==> config.mk <==
export PLATFORM = sky130hd
export DESIGN_NAME = risc_control_fsm
export DESIGN_NICKNAME = d
export VERILOG_FILES = /design/src/rtl/risc_control_fsm.sv
export SDC_FILE = /design/constraint.sdc
export NUM_CORES = 1
export LEC_CHECK = 0
export BUFFER_PORTS_ARGS = -buffer_cell sky130_fd_sc_hd__buf_2
export CAP_MARGIN = 20
export CORE_UTILIZATION = 40
export CTS_BUF_LIST = sky130_fd_sc_hd__clkbuf_8 sky130_fd_sc_hd__clkbuf_16
export DETAILED_ROUTE_END_ITERATION = 16
export MAX_ROUTING_LAYER = met4
export PLACE_DENSITY_LB_ADDON = 0.12
export SKIP_CTS_REPAIR_TIMING = 1
export SLEW_MARGIN = 20
export SYNTH_ARGS = -nofsm -noshare
export SYNTH_HDL_FRONTEND = slang
export SYNTH_SLANG_ARGS = --single-unit
export TNS_END_PERCENT = 50
==> constraint.sdc <==
create_clock -name clk -period 1.3 [get_ports clk]
set_input_delay 0 -clock clk [delete_from_list [all_inputs] [get_ports clk]]
set_output_delay 0 -clock clk [all_outputs]
set_load 0.02 [all_outputs]
==> src/rtl/risc_control_fsm.sv <==
// risc_control_fsm: multicycle controller for the Simple RISC Machine.
// Each instruction passes through fetch, decode, execute and writeback.
// The controller drives the decoder's nsel, every datapath load/select strobe,
// the PC/IR controls and the memory command.
//
// Optional feature: define RISC_CTRL_IRQ_EN to enable the level-input
// interrupt. A rising edge of irq latches a pending request. The request is
// taken at the next instruction boundary through IRQ_SAVE and IRQ_VEC.
// With the macro undefined, irq is ignored and irq_ack and load_vec stay 0.
//
// Ports:
//   clk, reset         rising-edge clock; synchronous active-high reset
//   opcode, op         instruction bits 15:13 and 12:11 from the decoder
//   irq                level interrupt request (RISC_CTRL_IRQ_EN only)
//   nsel, vsel, write  register file select, writeback source, write enable
//   loada..loads       datapath A/B/C/status loads; asel/bsel operand selects
//   load_ir, load_pc   IR and PC loads; reset_pc/load_vec select the PC source
//   addr_sel,load_addr memory address source and data-address register load
//   mem_cmd            MNONE/MREAD/MWRITE
//   halted, irq_ack    HALT indicator; one-cycle interrupt acknowledge
module risc_control_fsm #(
  parameter int unsigned STATE_W = 5,
  parameter logic [1:0]  MNONE   = 2'b00,
  parameter logic [1:0]  MREAD   = 2'b01,
  parameter logic [1:0]  MWRITE  = 2'b10
) (
  input  logic       clk,
  input  logic       reset,
  input  logic [2:0] opcode,
  input  logic [1:0] op,
  input  logic       irq,
  output logic [1:0] nsel,
  output logic [1:0] vsel,
  output logic       write,
  output logic       loada,
  output logic       loadb,
  output logic       loadc,
  output logic       loads,
  output logic       asel,
  output logic       bsel,
  output logic       load_ir,
  output logic       load_pc,
  output logic       reset_pc,
  output logic       load_vec,
  output logic       addr_sel,
  output logic       load_addr,
  output logic [1:0] mem_cmd,
  output logic       halted,
  output logic       irq_ack
);

  typedef enum logic [STATE_W-1:0] {
    StRst, StIf1, StIf2, StUpdatePc, StDecode, StMovImm, StGetA, StGetB, StAluOp,
    StWriteRd, StAddrCalc, StLoadAddr, StMemRd, StLdrWb, StStrGetd, StStrPass,
    StMemWr, StHalt
`ifdef RISC_CTRL_IRQ_EN
    , StIrqSave, StIrqVec
`endif
  } state_e;

  state_e state_q, state_d;
  state_e fetch_st;  // where an instruction boundary actually goes

  logic [4:0] instr;
  logic is_mov_imm, is_mov_reg, is_alu, is_cmp, is_ldr, is_str, is_halt;

  assign instr      = {opcode, op};
  assign is_mov_imm = (instr == 5'b110_10);
  assign is_mov_reg = (instr == 5'b110_00);
  assign is_alu     = (opcode == 3'b101);
  assign is_cmp     = (instr == 5'b101_01);
  assign is_ldr     = (instr == 5'b011_00);
  assign is_str     = (instr == 5'b100_00);
  assign is_halt    = (opcode == 3'b111);

`ifdef RISC_CTRL_IRQ_EN
  logic irq_prev_q, pending_q, pending_d, irq_edge;

  assign irq_edge = irq & ~irq_prev_q;
  // IRQ_SAVE consumes the request, but an edge arriving that same cycle is kept.
  assign pending_d = (state_q == StIrqSave) ? irq_edge : (pending_q | irq_edge);
  assign fetch_st  = pending_q ? StIrqSave : StIf1;

  always_ff @(posedge clk) begin
    if (reset) begin
      irq_prev_q <= 1'b0;
      pending_q  <= 1'b0;
    end else begin
      irq_prev_q <= irq;
      pending_q  <= pending_d;
    end
  end
`else
  logic unused_irq;
  assign unused_irq = irq;
  assign fetch_st   = StIf1;
`endif

  always_ff @(posedge clk) begin
    if (reset) state_q <= StRst;
    else       state_q <= state_d;
  end

  always_comb begin
    state_d   = state_q;
    nsel      = 2'b00;
    vsel      = 2'b00;
    write     = 1'b0;
    loada     = 1'b0;
    loadb     = 1'b0;
    loadc     = 1'b0;
    loads     = 1'b0;
    asel      = 1'b0;
    bsel      = 1'b0;
    load_ir   = 1'b0;
    load_pc   = 1'b0;
    reset_pc  = 1'b0;
    load_vec  = 1'b0;
    addr_sel  = 1'b0;
    load_addr = 1'b0;
    mem_cmd   = MNONE;
    halted    = 1'b0;
    irq_ack   = 1'b0;

    case (state_q)
      StRst: begin
        reset_pc = 1'b1;
        load_pc  = 1'b1;
        state_d  = StIf1;
      end
      StIf1: begin
        addr_sel = 1'b1;
        mem_cmd  = MREAD;
        state_d  = StIf2;
      end
      StIf2: begin
        addr_sel = 1'b1;
        mem_cmd  = MREAD;
        load_ir  = 1'b1;
        state_d  = StUpdatePc;
      end
      StUpdatePc: begin
        load_pc = 1'b1;
        state_d = StDecode;
      end
      StDecode: begin
        if (is_mov_imm)                           state_d = StMovImm;
        else if (is_mov_reg)                      state_d = StGetB;
        else if (is_alu || is_ldr || is_str)      state_d = StGetA;
        else if (is_halt)                         state_d = StHalt;
        else                                      state_d = fetch_st;  // NOP
      end
      StMovImm: begin
        vsel    = 2'b01;
        write   = 1'b1;
        state_d = fetch_st;
      end
      StGetA: begin
        loada   = 1'b1;
        state_d = is_alu ? StGetB : StAddrCalc;
      end
      StGetB: begin
        nsel    = 2'b10;
        loadb   = 1'b1;
        state_d = StAluOp;
      end
      StAluOp: begin
        // The IR is stable here, so the instruction bits qualify the strobes.
        if (is_cmp) begin
          loads   = 1'b1;
          state_d = fetch_st;
        end else begin
          asel    = is_mov_reg;
          loadc   = 1'b1;
          state_d = StWriteRd;
        end
      end
      StWriteRd: begin
        nsel    = 2'b01;
        vsel    = 2'b11;
        write   = 1'b1;
        state_d = fetch_st;
      end
      StAddrCalc: begin
        bsel    = 1'b1;
        loadc   = 1'b1;
        state_d = StLoadAddr;
      end
      StLoadAddr: begin
        load_addr = 1'b1;
        state_d   = is_ldr ? StMemRd : StStrGetd;
      end
      StMemRd: begin
        mem_cmd = MREAD;
        state_d = StLdrWb;
      end
      StLdrWb: begin
        mem_cmd = MREAD;
        nsel    = 2'b01;
        write   = 1'b1;
        state_d = fetch_st;
      end
      StStrGetd: begin
        nsel    = 2'b01;
        loadb   = 1'b1;
        state_d = StStrPass;
      end
      StStrPass: begin
        asel    = 1'b1;
        loadc   = 1'b1;
        state_d = StMemWr;
      end
      StMemWr: begin
        mem_cmd = MWRITE;
        state_d = fetch_st;
      end
      StHalt: begin
        halted  = 1'b1;
        state_d = StHalt;
      end
`ifdef RISC_CTRL_IRQ_EN
      StIrqSave: begin
        nsel    = 2'b11;
        vsel    = 2'b10;
        write   = 1'b1;
        irq_ack = 1'b1;
        state_d = StIrqVec;
      end
      StIrqVec: begin
        load_pc  = 1'b1;
        load_vec = 1'b1;
        // The handler's first instruction is always fetched before another
        // request is taken.
        state_d  = StIf1;
      end
`endif
      default: state_d = StRst;
    endcase
  end

endmodule

# Word level (Yosys, flattened, before mapping)
# Index checks and enable logic that the tools add are counted.
# word_totals
regBits,5
input_bits,8
out_inout_bits,21
elab_cells,63
# classes
n_eq_ne,24
muxes,27
n_reduce_logical,11
# ops
op,count
$pmux W5 S14,1
$eq A5 B4 Y1 const B,9
$eq A5 B5 Y1 const B,6
$eq A5 B3 Y1 const B,4
$mux W5,4
$mux W1,14
$pmux W2 S2,3
$eq A5 B2 Y1 const B,2
$mux W4,2
$reduce_or A2 Y1,4
$eq A3 B3 Y1 const B,2
$reduce_or A3 Y1,2
$eq A5 B1 Y1 const B,1
$logic_not A5 Y1,1
$reduce_or A5 Y1,1
$pmux W1 S2,2
$reduce_or A4 Y1,1
$logic_or A1 B1 Y1,2
$mux W2,1

# Logic depth before layout (Yosys ltp)
# Gate-level depths: netlist (run 1).
# depth
ltp_word,7
mapped_depth,6
ltp_nobuf,4

# Worst setup path after synthesis (run 1)
# OpenSTA, ideal clock, no wires.
# synth_timing
kind,register -> output
start,reg state_q[2]
end,out loads
arrival_ps,1571
t_required_ps,1300
setup_slack_ps,-271
stages_incl_launch_ff,4
n_path_buf,1
path_cell_list,dfxtp_1 > buf_2 > or3b_1 > nor4_1
# synth_via
elab_chain_cells,2
# synth_rtl
element,line_no,rtl
from (decl),61,"state_e state_q, state_d;"
from (signal assigned),100,if (reset) state_q <= StRst;
from (signal assigned),101,else state_q <= state_d;
$eq A5 B4 Y1,125,case (state_q)
$mux W1,125,
to (decl),38,"output logic loads,"
# No other way between the ends.

# Worst setup path after layout (run 1)
# layout_timing
start,reg state_q[4]
end,out load_pc
# layout_via
elab_chain_cells,3
word_cells_on_any_way,4
cone_classes,eq/ne: 1; mux: 1; reduce/logical: 2
# layout_rtl
element,line_no,rtl
$eq A5 B2 Y1 / $logic_not A5 Y1 (equally long branches),125,
$reduce_or A2 Y1 (no source line) (*),n/a,
$mux W1 (*),125,
to (decl),42,"output logic load_pc,"
# Mark *: on every way between the ends. The rest lies on a longest branch, timed or not.

==> impl_metrics.yaml, run 1 <==
sta:
  finalMaxSlewViolations: 0
  setup_ws_ns: -0.2116
  grt_setup_unrepaired: "true"
  max_freq_mhz: 661.6
  finalWorstPathRequiredPeriod_ns: 1.512
  period_share_pct: 116.3
  timing_hold_violations_final: 0
  finalSetupViolCount: 20
  skew_ns: 0.004962
synth:
  postSynthAreaPerCell_um2: 6.816
  yosysWarningCount: 0
  synth_enable_flop_cells: 0
  synth_top_cell_area_share_pct: 13.99
  yosys.area.top_type: "dfxtp_1"
  synthDistinctLibCells: 45
  ys_dominant_reg_cell: "dfxtp_1"
  cell_area_after_technology_mapping_um2: 715.7
  ys_async_sr_fraction_pct: 0
  syn-instance-count: 105
  ys_seq_area_share_pct: 13.99
  ys_ff_latch: 5
  netlist_top_cells_area: "dfxtp_1, nor2_1, a21oi_1"
setup_path:
  cpMaxStageDelayCell: "or3_4"
  worst-path-buf-inv: 2
  worstSetupStartpointType: "flip-flop"
  cp_slowest_stage_delay_ns: 0.38
  crit_path_cell_trace: "buf_6, or3_4, and3b_1, buf_4"
  cp_top_family: "simple AND/OR/NAND/NOR gates"
  cp.arrival_ns: 1.51
  timing.critical_path.to_type: "output pin"
  crit_type: "flip-flop to output pin"
  critPathMaxFanout: 15
  critPathRequiredTime_ns: 1.30
die:
  fp.dieH_um: 44.30
  io_pins: 29
  chipWidth_um: 44.30
  dieArea_mm2: 0.001962
  core-area_mm2: 0.001594
  fp-row-count: 14
  starting_density_of_the_core_pct: 44.90
placement:
  post-place-cells: 165
  pre_cts_ws_ns: -0.1267
  port-buffer-count: 25
  gp_congestion: 0.9143
  post-dp-hpwl_um: 1561
layout:
  final_layout_size_suffix_gt1_share_pct: 59.33
  max_flop_register: "state_q"
  largest_register_ffs: 5
  final_util_pct: 79.51
  insertedDiodeCount: 0
  post_layout_nonfiller_instances: 174
  finish.net_count: 159
  largest_registers: "state_q (5)"
  flow.area_growth_from_synthesis_pct: 77.10
  final_common_cell: "buf_4"
  most_frequent_cells_in_the_layout: "buf_4, buf_6, buf_2"
detailed_routing:
  remaining_drc_errors: 0
  drtAntennaViolNets: 0
  vias_cell: 5.420
  drtPass1Iterations: 4
  routed_wirelength_um: 2573
  drt-wirelength-per-cell_um: 14.79
  drtIter0Drc: 25
  num_vias: 943
global_route:
  met1_usage_pct: 29.88
  grt_max_degree: 16
  globalRouteTotalUtil_pct: 22.25
  globalRouteMet3Util_pct: 1.224
  global_route.usage.met2_pct: 36.47
  initial_antenna_violation_count: 0
  grt-ovfl-total: 0
  first_global_vias: 735
  grt_busiest_layer: "met2"
  grt_first_pass_wirelength_um: 3263
power_and_ir_drop:
  final_power_mw: 0.9432
  power.static_leakage_nw: 0.5614
  power.density_cell_area_mw_per_mm2: 744.2
  vdd_drop_max_mv: 0.4679
cts:
  cts_tree: "done"
  insertion_delay_ns: 0.23
  cts_buffers: 3
  clk_transition_reported_paths_ns: 0.04
  clock_tree.buffer_depth: 2
  cts.htree.levels: 1
  clock-root-buffer: "clkbuf_8"
  cts.sinks: 5
job:
  drv_cap: 0
outcome:
  failing_checks: "setup timing"
  run_status: "finished, violations left"
hold_path:
  timing.hold.worst.class: "input port to flip-flop"
==> per-layer routing <==
| layer | routed length [um] | part of all wire (%) |
|---|---|---|
| met5 | 0 | 0 |
| met1 | 1143 | 44 |
| met2 | 1351 | 53 |
| met3 | 54 | 2.1 |
| met4 | 25 | 0.97 |
==> cell families after synthesis <==
kind of cell | share of synthesized area [%]
AND/OR/NAND/NOR | 47.56
AO/OA/AOI/OAI | 23.95
buffers and inverters | 11.54
flip-flops | 13.99
XOR/XNOR | 2.448
other | 0.5240
==> area by class of cell <==
type,count,area [um2]
repair buffers,54,424.2
well taps,24,30.03
clock inverters,1,3.754
fillers,110,326.6
clock buffers,3,41.29
inverters,1,3.754
multi-input cells,86,650.6
flip-flops and latches,5,113.9
==> tightest hold or removal path, delay by kind of cell <==
family                 cells  cell delay, ns
buffers and inverters      1            0.13
AO/OA/AOI/OAI              1            0.06
AND/OR/NAND/NOR            1            0.07
==> worst paths after layout <==
path	cells past startpoint	end	slack (ns)	start
setup / recovery	4	load_pc	-0.21	state_q[4]$_SDFF_PP0_
hold reg to reg	1	state_q[1]$_SDFF_PP0_	0.53	state_q[4]$_SDFF_PP0_
setup reg to reg	4	state_q[2]$_SDFF_PP0_	-0.15	state_q[1]$_SDFF_PP0_
hold / removal	3	state_q[4]$_SDFF_PP0_	0.06	opcode[0]
==> stage by stage <==
stage                     instance area, um2  TNS (ns)  hold WS [ns]
after CTS                               1051    -4.166     -0.009906
after detailed placement                1006   -0.3540        0.2233
after global routing                    1267    -2.921       0.09614
after global placement                  1006   -0.4483        0.2204
after floorplan                        750.7  -0.03996        0.1150
final                                   1267    -1.930       0.05885
==> report_power, final <==
group	internal (mW)	switching [mW]	total, mW
Clock	0.204	0.0937	0.298
Combinational	0.214	0.236	0.450
Sequential	0.166	0.0291	0.195
==> synth_stat cells, types with 3 or more instances <==
library cell / count
nand2b_1: 4
a21oi_1: 6
buf_2: 6
nand3b_1: 3
buf_4: 3
nand2_1: 6
nor3_1: 5
o21ai_0: 3
and3b_1: 3
dfxtp_1: 5
nor2_1: 15
o31ai_1: 4
clkbuf_1: 4
a31oi_1: 3
No activity file was read; power rests on OpenSTA's default activity.
==> run 2: changes to the inputs <==
ABC_AREA = 1   (was default)
BUFFER_PORTS_ARGS = default   (was -buffer_cell sky130_fd_sc_hd__buf_2)
DONT_BUFFER_PORTS = 1   (was default)
==> run 2 against run 1 <==
Effect of this change: the flow finishes with violations (hold timing); sequential power grew 22%; wire length shrank 31%; final cell count shrank 13%; worst setup slack gained 0.26 ns; critical path depth is the same; via count shrank 18%; synthesized area shrank 13%; worst hold slack lost 0.068 ns; synthesized cell count grew 16%; die area shrank 13%; maximum frequency grew 21%; global-route usage grew 0.21 points; highest routed layer unchanged.
==> impl_metrics.yaml, run 2 <==
setup_path:
  timing.critical_path.to_type: "output pin"
  worstSetupStartpointType: "flip-flop"
  reg2regPathDepth: 8
  cp.arrival_ns: 1.25
  critPathRequiredTime_ns: 1.30
  critPathMaxFanout: 6
  cpMaxStageDelayCell: "dfxtp_1"
  r2r-end: "state_q[3]$_SDFF_PP0_"
  crit_type: "flip-flop to output pin"
  crit_path_cell_trace: "buf_4, nor3_4, nand2_2, o211ai_1"
  cp_slowest_stage_delay_ns: 0.32
  ff2ff_setup_slack_ns: 0.09
  rr_startpoint: "state_q[1]$_SDFF_PP0_"
placement:
  gp_congestion: 0.8868
  pre_cts_ws_ns: 0.04708
  port-buffer-count: 0
  post-place-cells: 144
  post-dp-hpwl_um: 1412
global_route:
  grt_first_pass_wirelength_um: 2449
  grt-ovfl-total: 0
  grt_max_degree: 9
  first_global_vias: 581
  globalRouteTotalUtil_pct: 22.46
  initial_antenna_violation_count: 0
sta:
  period_share_pct: 96.26
  skew_ns: 0.0003180
  fin_hold_ws_ns: -0.009456
  grt_setup_unrepaired: "true"
  tightest_slew_ns: 0.4962
  finalMaxSlewViolations: 0
  max_freq_mhz: 799.1
  setup_ws_ns: 0.04858
  finalWorstPathRequiredPeriod_ns: 1.251
  finalSetupViolCount: 0
  timing.max_slew.rel_slack_pct: 66.78
  timing_hold_violations_final: 1
  timing.setup.tns_ns: 0
cts:
  clk_transition_reported_paths_ns: 0.03
  clock-root-buffer: "clkbuf_8"
  insertion_delay_ns: 0.22
  cts_buffers: 3
  cts_tree: "done"
  clock_tree.buffer_depth: 2
  cts.sinks: 5
  cts.htree.levels: 1
layout:
  final_layout_size_suffix_gt1_share_pct: 24.26
  insertedDiodeCount: 0
  finish.net_count: 145
  flow.area_growth_from_synthesis_pct: 33.33
  most_frequent_cells_in_the_layout: "nand2_1, nor2_1, inv_1"
  num-fill-cells: 140
  max_flop_register: "state_q"
  largest_register_ffs: 5
  final_common_cell: "nand2_1"
  post_layout_nonfiller_instances: 151
  largest_registers: "state_q (5)"
detailed_routing:
  drtAntennaViolNets: 0
  routed_wirelength_um: 1779
  vias_cell: 5.119
  detail_route.wirelength.met1_um: 778
  drt-wirelength-per-cell_um: 11.78
  wl_met3_um: 101
  drtPass1Iterations: 4
  highest-signal-layer: "met4"
  drtIter0Drc: 25
  remaining_drc_errors: 0
  wl_met2_um: 881
  num_vias: 773
job:
  drv_cap: 0
power_and_ir_drop:
  power.density_cell_area_mw_per_mm2: 1195
  vdd_drop_max_mv: 0.7446
  power.static_leakage_nw: 0.4686
synth:
  ys_seq_area_share_pct: 16.16
  synth_top_cell_area_share_pct: 16.97
  netlist_top_cells_area: "nand2_1, nor2_1, dfxtp_1"
  synth_top_cells_by_count: "nand2_1, nor2_1, inv_1"
  syn-instance-count: 122
  ys_async_sr_fraction_pct: 0
  synth_enable_flop_cells: 0
  postSynthAreaPerCell_um2: 5.077
  yosysWarningCount: 0
  cell_area_after_technology_mapping_um2: 619.3
  yosys.area.top_type: "nand2_1"
  synthDistinctLibCells: 16
  ys_ff_latch: 5
  ys_dominant_reg_cell: "dfxtp_1"
  yosys.cell_count.top_type: "nand2_1"
hold_path:
  timing.hold.worst.class: "input port to flip-flop"
  hold_path_depth: 3
  worstHoldStart: "op[1]"
  hold_end: "state_q[1]$_SDFF_PP0_"
die:
  chipWidth_um: 41.35
  dieArea_mm2: 0.001710
  io_pins: 29
  fp-row-count: 13
  starting_density_of_the_core_pct: 45.33
  fp.dieH_um: 41.35
  core-area_mm2: 0.001366
outcome:
  run_status: "finished, violations left"
  failing_checks: "hold timing"
run 2: cell types whose count changed in the layout (fill, tap and decap cells not counted), sizes merged, moves of 16 or more:
cell and change:
buf -44, nand2 +22, inv +21, nand3 +18, nor2 +16
run 2: worst max path at each step:
stage                     startpoint                     to
3_5_place_dp   state_q[3]$_SDFF_PP0_  state_q[0]$_SDFF_PP0_
5_1_grt        state_q[4]$_SDFF_PP0_             mem_cmd[0]
4_1_cts        state_q[0]$_SDFF_PP0_                   asel
2_1_floorplan  state_q[0]$_SDFF_PP0_                   asel
6_report       state_q[4]$_SDFF_PP0_             mem_cmd[0]
3_3_place_gp   state_q[1]$_SDFF_PP0_  state_q[0]$_SDFF_PP0_
run 2: cell type report:
class,instances,area [um2],share of cell area [%]
Sequential cell,5,110.1,13.33
Tap cell,15,18.77,2.273
Inverter,22,85.08,10.30
Clock buffer,3,41.29,5.000
Multi-Input combinational cell,94,479.2,58.03
Timing Repair Buffer,11,87.58,10.61
Clock inverter,1,3.754,0.4545
run 2: metrics by stage:
step | hold WS [ns] | util, % | area [um2] | power (mW)
2_1_floorplan | 0.06907 | - | 623.1 | 0.5352
3_3_place_gp | 0.07383 | 50.27 | 686.9 | 0.6121
3_5_place_dp | 0.07217 | 50.27 | 686.9 | 0.6177
4_1_cts | -0.1588 | 53.57 | 732.0 | 0.8985
5_1_grt | 0.03199 | 60.44 | 825.8 | 1.052
6_report | -0.009456 | 60.44 | 825.8 | 0.9865
run 2: critical path: cells and delay by family, from the launching register on:
kind,cells,cell delay [ns]
AOI/OAI and AO/OA,1,0.25
buffers and inverters,1,0.17
DFF,1,0.32
and+or+nand+nor,2,0.29
run 2: routing by layer:
layer | up-vias | track usage, %
li1 | 405 | -
met2 | 25 | 34.38
met3 | 2 | 2.128
met4 | 0 | 7.258
met1 | 341 | 31.07
met5 | - | -
run 2: where the power goes:
part           leakage [nW]  switching, mW  internal [mW]  total [mW]
logic                 0.399          0.326          0.147       0.474
registers            0.0430         0.0545          0.183       0.237
clock network        0.0269         0.0733          0.202       0.275
total                 0.469          0.454          0.532       0.986
run 2: cells by family (layout without fill, tap and decap cells):
logic type             Yosys count  count (layout)  synth area share, %
AND/OR/NAND/NOR                 79              79                56.36
buffers and inverters           24              37                15.76
AO/OA/AOI/OAI                   13              13                11.11
flip-flops                       5               5                16.16
other                            1               2               0.6055
==> run 3: changes to the inputs <==
CORE_UTILIZATION = 25   (was 40)
==> run 3 against run 2 <==
Effect of this change: register-to-register slack about the same; worst setup slack got worse by 0.029 ns; total power increased by 15%; the flow still finishes with violations (hold timing); non-clock buffer count increased by 9; critical path type unchanged; wire length increased by 14%; final area increased by 14%; global-route usage decreased by 7.1 points; utilization decreased by 19 points.
==> impl_metrics.yaml, run 3 (synthesis results as in run 2) <==
setup_path:
  worst-path-stages: 5
  crit_type: "flip-flop to output pin"
  cp_top_family: "flip-flops"
  timing.critical_path.to_type: "output pin"
  critPathRequiredTime_ns: 1.30
  worstSetupStartpointType: "flip-flop"
  timing.critical_path.to: "loadb"
  worst-path-buf-inv: 2
  critPathMaxFanout: 5
  ff2ff_setup_slack_ns: 0.08
  startpoint: "state_q[1]$_SDFF_PP0_"
  r2r-end: "state_q[3]$_SDFF_PP0_"
  cpMaxStageDelayCell: "dfxtp_4"
  reg2regPathDepth: 8
  cp_slowest_stage_delay_ns: 0.38
  cp.arrival_ns: 1.28
  crit_path_cell_trace: "inv_1, nor2_4, nand3_2, buf_4, nand2_2"
  rr_startpoint: "state_q[1]$_SDFF_PP0_"
die:
  dieArea_mm2: 0.002681
  fp-row-count: 17
  core-area_mm2: 0.002276
  io_pins: 29
  fp.dieH_um: 51.78
  chipWidth_um: 51.78
  starting_density_of_the_core_pct: 27.21
power_and_ir_drop:
  final_power_mw: 1.135
  power.density_cell_area_mw_per_mm2: 1206
  power.static_leakage_nw: 0.5149
  vdd_drop_max_mv: 0.5714
layout:
  most_frequent_cells_in_the_layout: "nand2_1, nor2_1, inv_1"
  final_common_cell: "nand2_1"
  final_util_pct: 41.34
  post_layout_nonfiller_instances: 173
  num-fill-cells: 260
  final_layout_size_suffix_gt1_share_pct: 35.17
  finish.net_count: 154
  insertedDiodeCount: 0
  largest_register_ffs: 5
  flow.area_growth_from_synthesis_pct: 51.92
  largest_registers: "state_q (5)"
  max_flop_register: "state_q"
  fin_area_um2: 940.9
cts:
  clk_transition_reported_paths_ns: 0.04
  cts_buffers: 3
  cts.sinks: 5
  insertion_delay_ns: 0.22
  cts.htree.levels: 1
  clock-root-buffer: "clkbuf_8"
  clock_tree.buffer_depth: 2
  cts_tree: "done"
placement:
  pre_cts_ws_ns: 0.04400
  gp_congestion: 0.9050
  post-dp-hpwl_um: 1545
  port-buffer-count: 0
  placed_area_um2: 778.2
  post-place-cells: 167
sta:
  timing_hold_violations_final: 2
  finalMaxSlewViolations: 0
  finalSetupViolCount: 0
  fin_hold_ws_ns: -0.02723
  skew_ns: 0.001974
  finalWorstPathRequiredPeriod_ns: 1.280
  setup_ws_ns: 0.01985
  period_share_pct: 98.47
  grt_setup_unrepaired: "true"
  max_freq_mhz: 781.2
global_route:
  initial_antenna_violation_count: 0
  grt_first_pass_wirelength_um: 3070
  globalRouteTotalUtil_pct: 15.32
  first_global_vias: 738
  grt_max_degree: 8
  grt-ovfl-total: 0
detailed_routing:
  routed_wirelength_um: 2027
  drtPass1Iterations: 4
  remaining_drc_errors: 0
  drtAntennaViolNets: 0
  drt-wirelength-per-cell_um: 11.72
  num_vias: 811
  drtIter0Drc: 19
  vias_cell: 4.688
hold_path:
  timing.hold.worst.class: "input port to flip-flop"
outcome:
  failing_checks: "hold timing"
  run_status: "finished, violations left"
job:
  drv_cap: 0
==> run 3: cell count changes in the layout (fill, tap and decap cells not counted), sizes merged <==
cell	change
dlygate4sd3	-1
buf	+10
==> run 3: power breakdown <==
| group | internal [mW] | switching, mW | total (mW) |
|---|---|---|---|
| clock | 0.202 | 0.0756 | 0.278 |
| sequential | 0.185 | 0.0538 | 0.239 |
| combinational | 0.242 | 0.375 | 0.618 |
| total | 0.630 | 0.505 | 1.13 |
==> run 3: final cells by class <==
type	count	area [um2]	share of cell area (%)
multi-input combinational	94	494.2	52.53
timing repair buffer	20	167.7	17.82
sequential	5	113.9	12.10
clock buffer	3	41.29	4.388
tap	28	35.03	3.723
inverter	22	85.08	9.043
clock inverter	1	3.754	0.3989
==> run 3: per-layer routing <==
metal	share of wire, %	wire, um	track usage, %
met4	0	0	1.802
met1	49	991	20.59
met3	4.7	95	5.263
met2	46	940	22.73
met5	0	0	-
==> run 3: worst min-delay path by stage <==
stage                    from                     to  depth (start not counted)
finish              opcode[0]  state_q[4]$_SDFF_PP0_                          2
global route        opcode[0]  state_q[4]$_SDFF_PP0_                          2
CTS                     reset  state_q[1]$_SDFF_PP0_                          1
detailed placement      reset  state_q[1]$_SDFF_PP0_                          1
global placement        reset  state_q[0]$_SDFF_PP0_                          1
floorplan               reset  state_q[1]$_SDFF_PP0_                          1
==> run 3: per-stage QoR <==
stage	setup TNS, ns	hold WS, ns
3_3_place_gp	0	0.07414
5_1_grt	-0.2004	0.001387
2_1_floorplan	0	0.06907
3_5_place_dp	0	0.07295
4_1_cts	-0.9543	-0.1571
6_report	0	-0.02723
